`config.mk`:
```
export PLATFORM = sky130hd
export DESIGN_NAME = jk_reg_bank
export DESIGN_NICKNAME = d
export VERILOG_FILES = /design/src/rtl/jk_reg_bank.sv
export SDC_FILE = /design/constraint.sdc
export NUM_CORES = 1
export LEC_CHECK = 0
export ABC_AREA = 1
export CAP_MARGIN = 20
export CELL_PAD_IN_SITES_DETAIL_PLACEMENT = 1
export CELL_PAD_IN_SITES_GLOBAL_PLACEMENT = 2
export CORE_MARGIN = 10
export CORE_UTILIZATION = 20
export CTS_CLUSTER_SIZE = 10
export DETAILED_ROUTE_END_ITERATION = 8
export PLACE_DENSITY_LB_ADDON = 0.1
export SLEW_MARGIN = 20
export SYNTH_ARGS = -nofsm -noshare
export SYNTH_HDL_FRONTEND = slang
export SYNTH_SLANG_ARGS = --single-unit
```
`constraint.sdc`:
```
create_clock -name clk -period 1.5 [get_ports clk]
set_input_delay 0.225 -clock clk [delete_from_list [all_inputs] [get_ports clk]]
set_output_delay 0.225 -clock clk [all_outputs]
set_load 0.05 [all_outputs]
```
`src/rtl/jk_reg_bank.sv`:
```
// Bank of WIDTH flip-flops with runtime-selectable JK/D/T/SR behaviour, per-bit
// enable, parallel load, sticky illegal-SR flag and a saturating change counter.
module jk_reg_bank #(
    parameter int WIDTH = 8,
    parameter int CNT_W = 8
) (
    input  logic             clk,
    input  logic             reset,
    input  logic [WIDTH-1:0] en,
    input  logic [1:0]       mode,
    input  logic [WIDTH-1:0] j,
    input  logic [WIDTH-1:0] k,
    input  logic             load,
    input  logic [WIDTH-1:0] load_val,
    input  logic             err_clr,
    output logic [WIDTH-1:0] q,
    output logic             chg,
    output logic             err,
    output logic [CNT_W-1:0] chg_cnt
);

    localparam logic [1:0] MODE_JK = 2'b00;
    localparam logic [1:0] MODE_D  = 2'b01;
    localparam logic [1:0] MODE_T  = 2'b10;
    localparam logic [1:0] MODE_SR = 2'b11;

    logic [WIDTH-1:0] q_reg;
    logic [WIDTH-1:0] q_next;
    logic [WIDTH-1:0] illegal;
    logic             chg_reg;
    logic             err_reg;
    logic [CNT_W-1:0] cnt_reg;
    logic             err_set;
    logic             changed;

    function automatic logic bit_next(input logic qb, input logic enb,
                                      input logic jb, input logic kb,
                                      input logic [1:0] m);
        logic nb;
        nb = qb;
        if (enb) begin
            case (m)
                MODE_JK: nb = (jb & kb) ? ~qb : (jb ? 1'b1 : (kb ? 1'b0 : qb));
                MODE_D:  nb = jb;
                MODE_T:  nb = jb ? ~qb : qb;
                MODE_SR: nb = (jb & ~kb) ? 1'b1 : ((~jb & kb) ? 1'b0 : qb);
                default: nb = qb;
            endcase
        end
        return nb;
    endfunction

    generate
        for (genvar gi = 0; gi < WIDTH; gi++) begin : g_bit
            assign q_next[gi]  = load ? load_val[gi]
                                      : bit_next(q_reg[gi], en[gi], j[gi], k[gi], mode);
            assign illegal[gi] = en[gi] & j[gi] & k[gi];
        end
    endgenerate

    // A load masks the SR illegal condition since no mode update happens.
    assign err_set = !load && (mode == MODE_SR) && (|illegal);
    assign changed = (q_next != q_reg);

    always_ff @(posedge clk or negedge reset) begin
        if (!reset) begin
            q_reg   <= '0;
            chg_reg <= 1'b0;
            err_reg <= 1'b0;
            cnt_reg <= '0;
        end else begin
            q_reg   <= q_next;
            chg_reg <= changed;
            if (err_set)
                err_reg <= 1'b1;
            else if (err_clr)
                err_reg <= 1'b0;
            if (changed && (cnt_reg != {CNT_W{1'b1}}))
                cnt_reg <= cnt_reg + 1'b1;
        end
    end

    assign q       = q_reg;
    assign chg     = chg_reg;
    assign err     = err_reg;
    assign chg_cnt = cnt_reg;

endmodule
```
======== After elaboration in Yosys (flattened, before gate mapping) ========
Cells that the tools add are included.
word-level totals
  bits in registers ....................... 18
  input port bits ......................... 38
  output and inout port bits .............. 18
cells by class
  add/sub/neg operators ................... 1
  equal/unequal tests ..................... 5
  muxes and demuxes ....................... 74
  bitwise logic cells ..................... 64
  reductions and logical operators ........ 7
operator list
  operator                                        count
  two-way mux 1 bit                               66
  AND 1 bit                                       40
  one-hot mux 1 bit (4 select lines)              8
  NOT 1 bit                                       24
  adder 8 x 1 -> 8 bit (second input constant)    1
  inequality test 8 bit                           1
  inequality test 8 bit (second input constant)   1
  OR reduction 8 bit                              1
  == test 2 bit (second input constant)           2
  logical AND 1 bit                               3
  == test 2 x 1 -> 1 bit (second input constant)  1
  logical NOT 2 bit                               1
  nonzero test 2 bit                              1
  logical NOT 1 bit                               1

======== Logic depth before layout (Yosys ltp) ========
Gate-level depths: netlist (run 1).
  depth in word-level cells ............... 9
  depth in mapped cells ................... 17

======== Least setup slack after synthesis (run 1) ========
Ideal clock, no wire load.
  path type ............................... register -> register
  start ................................... reg cnt_reg[0] (netlist: chg_cnt[0])
  end ..................................... reg cnt_reg[5] (netlist: chg_cnt[5])
  data arrival time ....................... 1.808 ns
  required time ........................... 1.434 ns
  path slack .............................. -0.374 ns
  stages on the path, launching flop included .. 8
  path buffers ............................ 0
  cell sequence ........................... dfrtp_1 > ha_1 > nand3_1 > nor2_1 > nand4_1 > nand2_4 > nand2_1 > nand2_1
on the way
  longest elaborated chain between the ends .. 2
  elaborated cells between the ends (all ways) .. 3
  classes of those cells .................. add/sub (1); eq/ne (1); reduce/logical (1)
RTL lines
  element                                                                       line  source
  start: declaration                                                            32    logic [CNT_W-1:0] cnt_reg;
  start signal: assignment                                                      79    cnt_reg <= cnt_reg + 1'b1;
  parallel branches: the longest is 2 deep, another holds adder 8 x 1 -> 8 bit  -
Several ways; the timed one is not identified.
A chain may end at the register's enable or synchronous reset.

======== Worst setup path in the final report (run 1) ========
  start ................................... in load
  end ..................................... reg cnt_reg[5] (netlist: chg_cnt[5])
on the way
  longest elaborated chain between the ends .. 3
  elaborated cells between the ends (all ways) .. 10
  classes of those cells .................. eq/ne (1); mux (8); reduce/logical (1)
RTL lines
  element                line  source
  start: declaration     13    input logic load,
  two-way mux 1 bit      55    assign q_next[gi] = load ? load_val[gi]
  named net q_next[1]    28    logic [WIDTH-1:0] q_next;
  inequality test 8 bit  63    assign changed = (q_next != q_reg);
  named net changed      34    logic changed;
  logical AND 1 bit      78    if (changed && (cnt_reg != {CNT_W{1'b1}}))
The timed path passes the listed nets, and every way through them passes these cells.

==> out/results.txt, run 1 <==
Power Density: 1102 nW/um^2
drt first pass iters: 4
Synth Instances: 234
clock tree from TritonCTS: done
Syn Std Cell Area: 1454 um^2
Max Fclk: 617.4 MHz
initial antenna violation count: 2
total wire length: 6254 um
die area: 11,080 um^2
Final Core Density: 41.29%
NumNets Final: 394
clock skew: 8.426 ps
Crit Path Max Fanout: 8
worst min path class: input pin to async pin
GPL Wtd Cong: 0.7591
CTS HTree Levels: 1
fin crit period: 1620 ps
IO buf count: 55
synth warn: 0
chip height: 105.3 um
Hold WS: 298.8 ps
Synth top cells by count: nand2_1, nand3_1, inv_1
post-layout worst setup margin: -119.7 ps
Async SR Flop Fraction: 100.0%
first-pass GRT wire length: 10,670 um
register area: 465.4 um^2
sequential area share after synthesis: 30.98%
DRT iter0 DRCs: 36
Final Instance Area: 2963 um^2
Most used DFF post-synth: dfrtp_1
Slew Viols, Final: 0
CTS Buffer Depth: 2
I/O Pins: 56
Post-synth EDFFs: 0
Rel. slew slack: 81.83%
footprint of the multi-input gates: 963.4 um^2
Seq cells post-synth: 18
Final period util: 108.0%
slowest CP cell: dlygate4sd2_1
crit path capture type: register
final antenna-violating net count: 0
Worst-path clk slew: 80 ps
Final Setup Violations: 8
cell row count: 31
Total Power: 3.264 mW
CTS buffer count: 3
largest net degree at the start of global routing: 19
Lkg Pwr: 1.552 nW
Overflow after GRT: 0
CP required: 1700 ps
VDD IR max: 0.9434 mV
Total GRT Usage: 11.81%
RSZ-0062 raised after global routing: true
Area contributors post-synth: dfrtp_1, nand2_1, nand3_1
Setup CP Type: input pin to register
post-placement cell area: 2650 um^2
Vias/cell: 4.308
starting density of the core: 20.26%
fillcell total: 917
hold bufs inserted after CTS: 0
Syn Nets: 273
crit path DAT: 1820 ps
startpoint types: input pin
dominant cell type by area after synthesis: dfrtp_1
CP most frequent cell: nand2_1
Clock Sink Count: 18
final hold vios: 0
drt drc: 0
routed length per placed instance: 13.75 um
failing checks: negative setup slack
DP HPWL: 4782 um
layout cells sized above 1: 38.98%
chain of cells forming the critical path: dlygate4sd2_1 -> bufbuf_16 -> a21oi_1 -> nand2_1 -> nand2_1 -> nand2_1 -> nand2_1 -> nand2_2 -> nor2_4 -> nand2_4 -> nand2_8 -> nand2_1 -> nand2_1
core area: 7176 um^2
share of the synthesized area in the top cell type: 30.98%
count of cell types in the netlist: 24
TNS Setup: -833.7 ps
area grow syn2layout: 103.8%
top-count cell post-synth: nand2_1
post-synthesis average cell area: 6.213 um^2
Worst Tran Pin Value: 272.6 ps
status: complete, but fails checks
Die X-Extent: 105.3 um
worst reg2reg path depth: 16
max-cap violations: 0
clock root cell: clkbuf_8
vias in the first global route: 2,197
Skew-Pair Late Insertion Delay: 260 ps
CP max stage delay: 290 ps
vias: 1,960
-- metal layers --
metal | vias to the layer above | part of all wire [%] | global-route usage [%]
met5 | - | 0.11 | 0
met4 | 2 | 0.83 | 2.647
met2 | 35 | 50 | 20.84
met3 | 7 | 5.4 | 3.654
met1 | 919 | 44 | 13.62
li1 | 997 | - | -
-- report_power, final --
part	total (mW)	leakage (nW)	switching, mW	internal (mW)
Sequential	0.876	0.201	0.246	0.630
Combinational	1.97	1.32	0.966	1.00
Clock	0.419	0.0288	0.185	0.234
Total	3.26	1.55	1.40	1.87
-- worst paths after layout --
check	endpoint	start	slack, ps
worst min register to register	chg_cnt[3]	chg_cnt[3]	590
min in group clk	q[3]	en[3]	330
max in group asynchronous	q[0]	reset	960
worst max-delay path	chg_cnt[5]	load	-120
worst max register to register	chg_cnt[5]	q[7]	-100
worst min-delay path	chg_cnt[1]	reset	300
-- per-stage QoR --
stage,worst slack [ps],instances
6_report,-119.7,455
5_1_grt,-260.7,454
4_1_cts,-152.7,455
3_5_place_dp,-917.3,429
2_1_floorplan,-119.0,234
3_3_place_gp,-828.9,429
-- area by class of cell --
cell class	instances	share of cell area, %
diodes	2	0.1689
clock buffers	4	1.858
inverters	27	3.505
multi-input cells	185	32.52
flip-flops and latches	18	15.71
well taps	99	4.181
repair buffers	120	42.06
-- timing repair --
item,4_1_cts,5_1_grt
setup endpoints to repair,11,12
setup buffers,20,4
pin swaps,21,16
gates cloned,2,0
resized for setup,54,18
hold endpoints to repair,0,0
-- logic make-up after synthesis --
group	Yosys count	share of synthesized area (%)
AND/OR/NAND/NOR	156	46.64
adder cells (fa/ha/maj)	1	0.8604
buffers and inverters	32	9.638
AO/OA/AOI/OAI	21	8.262
flip-flops	18	30.98
XOR/XNOR	6	3.615
-- layout by cell type (no fill, tap or decap), types with 3 or more instances in the layout --
cell type,instances
nand2_2,13
o21bai_1,3
inv_1,16
nand2_4,3
clkbuf_8,4
nand4_1,8
buf_4,61
o22ai_1,3
clkdlybuf4s50_1,13
nand2_1,92
xor2_1,3
nand3_1,28
inv_2,10
buf_6,4
buf_12,18
dlygate4sd2_1,16
xnor2_1,3
nor2_1,3
dfrtp_2,12
a21oi_1,10
dfrtp_1,6
dlymetal6s2s_1,5
-- critical path: cells and delay by family --
family	cells	cell delay, ps
AND/OR/NAND/NOR	10	900
buffers and inverters	2	580
AO/OA/AOI/OAI	1	110
Note: power is estimated with default switching activity, not from simulation.
==> run 2: changes to the inputs <==
--- a/config.mk
+++ b/config.mk
@@ -14,6 +14,7 @@
 export CTS_CLUSTER_SIZE = 10
 export DETAILED_ROUTE_END_ITERATION = 8
 export PLACE_DENSITY_LB_ADDON = 0.1
+export RECOVER_POWER = 25
 export SLEW_MARGIN = 20
 export SYNTH_ARGS = -nofsm -noshare
 export SYNTH_HDL_FRONTEND = slang
==> run 2 against run 1 <==
Effect of this change: the flow still finishes with violations (negative setup slack); utilization about the same; power hardly changed; hold slack better by 34 ps; via count is the same; sequential share of layout area is essentially flat; sequential cell count is the same; wire length hardly changed; first-iteration DRC count stayed put; critical endpoint unchanged; largest cell class unchanged.
==> out/results.txt, run 2 (synthesis results as in run 1) <==
status: complete, but fails checks
failing checks: negative setup slack
final hold vios: 0 (unchanged)
drt first pass iters: 4 (unchanged)
fillcell total: 917 (unchanged)
NumNets Final: 394 (unchanged)
crit path capture type: register
worst r2r src: q[7]
Max Fclk: 617.4 MHz (unchanged)
chain of cells forming the critical path: dlygate4sd2_1 -> bufbuf_16 -> a21oi_1 -> nand2_1 -> nand2_1 -> nand2_1 -> nand2_1 -> nand2_2 -> nor2_4 -> nand2_4 -> nand2_8 -> nand2_1 -> nand2_1
slowest CP cell: dlygate4sd2_1
fin crit period: 1620 ps (unchanged)
crit path DAT: 1820 ps (about the same)
clock tree from TritonCTS: done
vias: 1,960 (unchanged)
vias in the first global route: 2,197 (unchanged)
reg-to-reg slack, setup: -100 ps (about the same)
clock root cell: clkbuf_8
Hold Crit Start: en[3]
Vias/cell: 4.308 (unchanged)
first-pass GRT wire length: 10,670 um (unchanged)
CTS Buffer Depth: 2 (unchanged)
CP top delay family: simple AND/OR/NAND/NOR gates
Setup CP Type: input pin to register
GPL Wtd Cong: 0.7591 (unchanged)
CTS buffer count: 3 (unchanged)
Overflow after GRT: 0 (unchanged)
critical path buffer and inverter count: 2 (unchanged)
Crit Reg-Reg Endpoint: chg_cnt[5]
Final period util: 108.0% (unchanged)
most common cell after layout, fill and taps aside: nand2_1
register area: 465.4 um^2 (unchanged)
starting density of the core: 20.26% (unchanged)
die area: 11,080 um^2 (unchanged)
Worst Tran Pin Value: 524.1 ps (+251.5 ps)
Hold Path Depth: 4
CTS HTree Levels: 1 (unchanged)
Power Density: 1102 nW/um^2 (about the same)
DP HPWL: 4782 um (unchanged)
Clock Sink Count: 18 (unchanged)
Worst-path clk slew: 70 ps (about the same)
met1 Track Usage GR: 13.62% (unchanged)
Die X-Extent: 105.3 um (unchanged)
Total GRT Usage: 11.81% (unchanged)
Final Setup Violations: 8 (unchanged)
IO buf count: 55 (unchanged)
TNS Setup: -833.7 ps (unchanged)
Skew-Pair Late Insertion Delay: 260 ps (about the same)
cell row count: 31 (unchanged)
CP max stage delay: 290 ps (about the same)
DP Worst Slack: -917.3 ps (unchanged)
post-layout worst setup margin: -119.7 ps (unchanged)
routing usage on met2: 20.84% (unchanged)
area grow syn2layout: 103.6% (about the same)
Slew Viols, Final: 0 (unchanged)
RSZ-0062 raised after global routing: true
Lkg Pwr: 1.552 nW (about the same)
total wire length: 6253 um (about the same)
Hold EP: q[3]
CP required: 1700 ps (about the same)
core area: 7176 um^2 (unchanged)
startpoint types: input pin
routed length per placed instance: 13.74 um (about the same)
clock skew: 8.426 ps (unchanged)
largest net degree at the start of global routing: 19 (unchanged)
Crit Path Max Fanout: 8 (unchanged)
final antenna-violating net count: 0 (unchanged)
commonest non-fill, non-tap cells in the layout: nand2_1, buf_4, nand3_1
GR peak layer: met2
layout cells sized above 1: 38.98% (unchanged)
worst min path class: input pin to register
initial antenna violation count: 2 (unchanged)
Rel. slew slack: 65.06% (-17 points)
worst reg2reg path depth: 16 (unchanged)
DRT iter0 DRCs: 36 (unchanged)
met3 Use GR: 3.654% (unchanged)
CP most frequent cell: nand2_1
max-cap violations: 0 (unchanged)
drt drc: 0 (unchanged)
I/O Pins: 56 (unchanged)
Hold WS: 332.4 ps (+33.54 ps)
Total Power: 3.262 mW (about the same)
chip height: 105.3 um (unchanged)
footprint of the multi-input gates: 963.4 um^2 (unchanged)
VDD IR max: 0.9434 mV (about the same)
==> run 2: worst max path at each step <==
stage          depth (start not counted)  slack (ps)       start          to
2_1_floorplan                          7        -120  chg_cnt[0]  chg_cnt[5]
4_1_cts                               16        -150        q[7]  chg_cnt[5]
3_5_place_dp                          16        -920     mode[0]  chg_cnt[5]
3_3_place_gp                          17        -830     mode[1]  chg_cnt[5]
5_1_grt                               16        -260        q[7]  chg_cnt[5]
6_report                              13        -120        load  chg_cnt[5]
==> run 2: cell type report <==
cell class,count,area share [%]
multi-input cells,185,32.54
clock buffers,4,1.860
inverters,27,3.508
well taps,99,4.184
repair buffers,120,42.01
diodes,2,0.1691
flip-flops and latches,18,15.72
==> run 2: tightest hold or removal path: stages <==
cell            delay, ps
dlymetal6s2s_1        120
nand2_1                70
nand2_1                70
nand2_1                70
==> run 2: per-stage QoR <==
step           std cells  instance area, um^2  utilization, %
2_1_floorplan        234                 1489               -
3_3_place_gp         429                 2650           36.93
3_5_place_dp         429                 2650           36.93
4_1_cts              455                 2945           41.05
5_1_grt              454                 2958           41.22
6_report             455                 2960           41.26
==> run 2: metal layers <==
metal / wire length, um / part of all wire, % / vias to the layer above
li1: - / - / 997
met1: 2747 / 44 / 919
met2: 3107 / 50 / 35
met3: 337 / 5.4 / 7
met4: 52 / 0.83 / 2
met5: 7 / 0.11 / -
==> run 2: timing repair <==
item | 4_1_cts | 5_1_grt
resized for setup | 54 | 18
endpoints found under the setup margin | 11 | 12
hold buffers | 0 | 0
pin swaps | 21 | 16
setup buffers | 20 | 4
gates cloned | 2 | 0
==> run 2: power by group <==
part,leakage (nW),internal (mW),switching [mW]
Combinational,1.32,1.00,0.966
Clock,0.0288,0.234,0.185
Sequential,0.201,0.630,0.246
Total,1.55,1.87,1.40
